[config.mk]
export PLATFORM = sky130hd
export DESIGN_NAME = instr_fetch_unit
export DESIGN_NICKNAME = d
export VERILOG_FILES = /design/src/rtl/instr_fetch_unit.sv
export SDC_FILE = /design/constraint.sdc
export NUM_CORES = 1
export LEC_CHECK = 0
export BUFFER_PORTS_ARGS = -buffer_cell sky130_fd_sc_hd__buf_2
export CAP_MARGIN = 10
export CELL_PAD_IN_SITES_DETAIL_PLACEMENT = 1
export CELL_PAD_IN_SITES_GLOBAL_PLACEMENT = 1
export CORE_UTILIZATION = 38
export DETAILED_ROUTE_END_ITERATION = 7
export GPL_ROUTABILITY_DRIVEN = 0
export PLACE_DENSITY = 0.83
export SETUP_SLACK_MARGIN = 0.05
export SLEW_MARGIN = 20
export SYNTH_ARGS = -nofsm -noshare
export SYNTH_HDL_FRONTEND = slang
export SYNTH_SLANG_ARGS = --single-unit
export TNS_END_PERCENT = 100
[constraint.sdc]
create_clock -name clk -period 4.3 [get_ports clk]
set_input_delay 0.86 -clock clk [delete_from_list [all_inputs] [get_ports clk]]
set_output_delay 0.86 -clock clk [all_outputs]
set_load 0.05 [all_outputs]
[src/rtl/instr_fetch_unit.sv]
// Instruction fetch stage: one outstanding imem request, holds the fetched word for decode,
// redirects on a taken beq. Optional stall counter enabled by FETCH_STALL_CNT_EN.
module instr_fetch_unit #(
    parameter int                ADDR_W   = 32,
    parameter logic [ADDR_W-1:0] RESET_PC = '0
) (
    input  logic              clk,
    input  logic              rst,
    output logic              imem_req,
    output logic [ADDR_W-1:0] imem_addr,
    input  logic              imem_ack,
    input  logic [31:0]       imem_rdata,
    output logic [31:0]       instru,
    output logic              instr_valid,
    input  logic              instr_ready,
    output logic [ADDR_W-1:0] pc_out,
    input  logic              SaltoCond,
    input  logic              Cero,
    output logic [31:0]       stall_cnt
);

    typedef enum logic [1:0] {
        S_REQ_IDLE,
        S_REQ,
        S_HOLD
    } state_t;

    state_t            state;
    state_t            state_nx;
    logic [ADDR_W-1:0] pc;
    logic [ADDR_W-1:0] next_pc;
    logic [ADDR_W-1:0] br_off;
    logic              capture;
    logic              accept;

    always_ff @(posedge clk) begin
        if (rst) begin
            state  <= S_REQ_IDLE;
            pc     <= RESET_PC;
            instru <= 32'h0;
            pc_out <= RESET_PC;
        end else begin
            state <= state_nx;
            if (capture) begin
                instru <= imem_rdata;
                pc_out <= pc;
            end
            if (accept) begin
                pc <= next_pc;
            end
        end
    end

    always_comb begin
        state_nx    = state;
        imem_req    = 1'b0;
        instr_valid = 1'b0;
        capture     = 1'b0;
        accept      = 1'b0;
        case (state)
            S_REQ_IDLE: begin
                state_nx = S_REQ;
            end
            S_REQ: begin
                imem_req = 1'b1;
                if (imem_ack) begin
                    capture  = 1'b1;
                    state_nx = S_HOLD;
                end
            end
            S_HOLD: begin
                instr_valid = 1'b1;
                if (instr_ready) begin
                    accept   = 1'b1;
                    state_nx = S_REQ;
                end
            end
            default: begin
                state_nx = S_REQ_IDLE;
            end
        endcase
    end

    // Branch displacement is a signed word offset relative to the instruction after the branch.
    always_comb begin
        br_off  = {{(ADDR_W-18){instru[15]}}, instru[15:0], 2'b00};
        next_pc = pc_out + ADDR_W'(4);
        if (SaltoCond && Cero) begin
            next_pc = pc_out + ADDR_W'(4) + br_off;
        end
    end

    assign imem_addr = {pc[ADDR_W-1:2], 2'b00};

`ifdef FETCH_STALL_CNT_EN
    logic [31:0] stall_q;
    logic        stall_cond;

    assign stall_cond = ((state == S_REQ) && !imem_ack) ||
                        ((state == S_HOLD) && !instr_ready);

    always_ff @(posedge clk) begin
        if (rst) begin
            stall_q <= 32'h0;
        end else if (stall_cond && (stall_q != 32'hFFFF_FFFF)) begin
            stall_q <= stall_q + 32'd1;
        end
    end

    assign stall_cnt = stall_q;
`else
    assign stall_cnt = 32'h0;
`endif

endmodule

# Word-level counts from Yosys, hierarchy flattened
# Index checks and enable logic that the tools add are counted.
# totals
reg_bits	98
latchBits	0
ramBits	0
romBits	0
inputBits	38
output_inout_bits	130
word_cells	23
memories	0
# op_classes
addsub	2
mul	0
div_mod_pow	0
n_lt_le_gt_ge	0
eq_ne	4
n_shift	0
muxes	10
bitwise	0
reduce_logical	3
# ops
op	count
$add A32 B3 Y32 const B	1
$add A32 B32 Y32	1
$mux W32	1
$mux W1	6
$pmux W2 S3	1
$mux W2	2
$ne A2 B2 Y1 const B	2
$eq A2 B1 Y1 const B	1
$eq A2 B2 Y1 const B	1
$logic_not A2 Y1	1
$reduce_and A2 Y1	1
$logic_and A1 B1 Y1	1

# Depth between registers and ports, before layout
# depth
depth_word	3
depth_mapped	16
depth_no_buf	15

# Worst setup path after synthesis
# No wires, ideal clock.
# synth_timing
path_type	reg2reg
from	reg pc_out[5]
to	reg pc[30]
setup_time_ns	0.119
arrival_ns	3.713
required_ns	4.181
slack_ns	0.468
stages_incl_launch_ff	16
path_buffers	1
period_less_slack_ns	3.832
cell_sequence	dfxtp_1 -> nand4_4 -> or3_1 -> nor2_1 -> nand3_1 -> xnor2_1 -> ha_1 -> buf_6 -> a21oi_2 -> o21a_1 -> o221ai_2 -> a221o_1 -> a221o_1 -> a31oi_1 -> xnor2_1 -> o221a_1
# synth_between
elab_chain_len	3
# synth_rtl
item	line	rtl
start: declaration	16	output logic [ADDR_W-1:0] pc_out,
start signal: assignment	46	pc_out <= pc;
$add A32 B3 Y32 (*)	87, 89	
$add A32 B32 Y32	89	next_pc = pc_out + ADDR_W'(4) + br_off;
$mux W32 (*)	88	if (SaltoCond && Cero) begin
end signal: assignment	49	pc <= next_pc;
end: declaration	30	logic [ADDR_W-1:0] pc;
# Mark *: on every way between the ends. The rest lies on a longest branch, timed or not.
# A chain may end at the register's enable or synchronous reset.

# Worst setup path in the final report
# layout_timing
from	reg pc_out[2]
to	reg pc[29]
# The elaborated chain is that of the path after synthesis.

==> results.sh <==
export IMPL_status="finished clean"
export IMPL_cts_root_buf="clkbuf_16"
export IMPL_power_mw=2.10
export IMPL_num_antenna_cells=0
export IMPL_layout_common_cells="196 x nand2_1, 132 x buf_2, 115 x a21oi_1"
export IMPL_min_period_ps=3960
export IMPL_hp_class="register to register"
export IMPL_final_common_cell="nand2_1"
export IMPL_worst_ep_arrival_time_ps=4230
export IMPL_leakage_nw=3.14
export IMPL_drive_gt1_share_pct=18.2
export IMPL_wl_mm=19.9
export IMPL_clk_pin_slew_worst_paths_ps=70
export IMPL_grt_overflow=0
export IMPL_dieArea_sq_mm=0.0174
export IMPL_ys_warn_count=0
export IMPL_power_density_mw_per_mm2=294
export IMPL_clock_skew_ps=10.5
export IMPL_avgRoutedWirePerCell_um=17.2
export IMPL_critPathLaunchType="register"
export IMPL_antenna_found_initial=0
export IMPL_io_buffer_count=133
export IMPL_tightest_slew_ps=1040
export IMPL_syn_area_per_cell_sq_um=7.50
export IMPL_grt_pass1_vias=5981
export IMPL_cp_num_buf_inv=0
export IMPL_rsz0062_at_grt="false"
export IMPL_ys_seq_elements=98
export IMPL_area_growth_pct=11.4
export IMPL_crit_path_end_kind="register"
export IMPL_yosysSeqAreaShare_pct=30.6
export IMPL_crit_family="compound AO/OA/AOI/OAI gates"
export IMPL_slowest_delay_ps=490
export IMPL_finalCoreUtilization_pct=43.3
export IMPL_fmax_mhz=253
export IMPL_maxSlewViolCount=0
export IMPL_drc=0
export IMPL_vias=6155
export IMPL_fill_cells=2131
export IMPL_start_util_pct=38.9
export IMPL_pin_count=168
export IMPL_synth_async_reset_ratio_pct=0
export IMPL_crit_slowest_cell="dfxtp_1"
export IMPL_grt_use_total_pct=22.7
export IMPL_setup_viol=0
export IMPL_dr_pass1_iters=4
export IMPL_hold_viol=0
export IMPL_clock_sinks=98
export IMPL_cp_cell_sequence="ha_1 -> nand3_1 -> nor4_2 -> and2b_1 -> nand2_1 -> xnor2_1 -> ha_1 -> a21o_1 -> a21o_1 -> a221oi_1 -> o21ai_0 -> a211oi_1 -> xnor2_1 -> nand2_1 -> a211oi_1"
export IMPL_vias_per_cell=5.33
export IMPL_cts_tree="done"
export IMPL_crit_required_ps=4570
export IMPL_die_x_um=132
export IMPL_synth_edff_count=0
export IMPL_fin_setup_tns_ps=0
export IMPL_path_max_fanout=9
export IMPL_ant_nets=0
export IMPL_holdBufCountCts=0
export IMPL_dpl_hpwl_mm=14.8
export IMPL_numCtsBuffers=9
export IMPL_htree_levels=3
export IMPL_synth_cell_types=64
export IMPL_path_class="register to register"
export IMPL_worstSkewPairLatency_ps=360
export IMPL_nNetsFinal=1006
export IMPL_fp_dieH_um=132
export IMPL_coreArea_sq_mm=0.0165
export IMPL_grt_pass1_wl_mm=31.6
export IMPL_syn_area_sq_mm=0.00642
export IMPL_synth_ff_type="dfxtp_1"
export IMPL_rows=47
export IMPL_drt_first_iter_violations=297
export IMPL_cts_setup_buffers=0
export IMPL_clockBufferDepth=2
export IMPL_slew_headroom_pct=30.9
export IMPL_netlist_instances=856
export IMPL_grt_max_degree=71
export IMPL_cap_violations=0
export IMPL_post_route_period_util_pct=92.0
export IMPL_cts_resized_gates=0
export IMPL_irDropWorstVdd_mv=0.191
[area by class of cell]
type	instances	area, sq um	area share [%]
multi-input combinational	671	3880	54.2
sequential	98	1960	27.4
timing repair buffer	139	713	9.97
tap	220	275	3.85
clock buffer	10	229	3.20
clock inverter	6	55.1	0.770
inverter	11	41.3	0.577
[synthesized netlist by cell type, types with 15 or more instances]
| library cell | instances | area [sq um] |
|---|---|---|
| nand2_1 | 196 | 736 |
| a21oi_1 | 115 | 576 |
| dfxtp_1 | 98 | 1960 |
| buf_4 | 67 | 503 |
| nor2_1 | 61 | 229 |
| clkbuf_1 | 38 | 143 |
| ha_1 | 37 | 463 |
| xnor2_1 | 32 | 280 |
| xor2_1 | 20 | 175 |
| o21ai_0 | 17 | 85.1 |
| nand3_1 | 15 | 75.1 |
| nand4_1 | 15 | 93.8 |
[logic make-up after synthesis]
kind of cell / Yosys count / synth area share, %
flops: 98 / 30.6
buf+inv: 120 / 11.1
fa+ha+maj: 38 / 7.52
other cells: 1 / 0.0584
simple gates: 333 / 22.9
compound gates: 212 / 20.3
xor+xnor: 53 / 7.35
mux: 1 / 0.156
[state kept, by name, summed over array words and instances (netlist names)]
name,count
pc,32
pc_out,32
instru,32
state,2
[path summary, 6_finish.rpt]
check / cells after the start / to / from / slack, ps
worst max-delay path: 15 / pc[29] / pc_out[2] / 340
worst min-delay path: 2 / instru[23] / instru[23] / 460
worst max register to register: 15 / pc[29] / pc_out[2] / 340
worst min register to register: 2 / instru[23] / instru[23] / 460
[worst reg2reg max path, stage by stage (launching register included)]
cell and delay [ps]:
dfxtp_1 490, ha_1 280, nand3_1 160, nor4_2 390, and2b_1 240, nand2_1 80, xnor2_1 220, ha_1 340
a21o_1 230, a21o_1 190, a221oi_1 350, o21ai_0 160, a211oi_1 300, xnor2_1 150, nand2_1 60, a211oi_1 230
[where the power goes]
part	total, mW	internal, mW	switching [mW]
clock	0.789	0.400	0.389
combinational	0.359	0.0764	0.283
sequential	0.956	0.932	0.0237
total	2.10	1.41	0.696
[metal layers]
metal  vias to the layer above  wire length [um]  track usage, %
met5                         -                 0               0
met4                         0               360            6.65
met3                        30              1010            4.23
met2                       181              8950            36.2
met1                      2945              9570            31.0
li1                       2999                 -               -
[per-stage QoR]
step	setup slack (ps)	cell area [sq um]	instances	hold slack [ps]
5_1_grt	64.7	7150	1155	478
3_3_place_gp	535	6870	1139	440
4_1_cts	384	7150	1155	460
2_1_floorplan	468	6550	889	432
3_5_place_dp	466	6870	1139	448
6_report	343	7150	1155	456
Power figures use the tool's default switching activity.
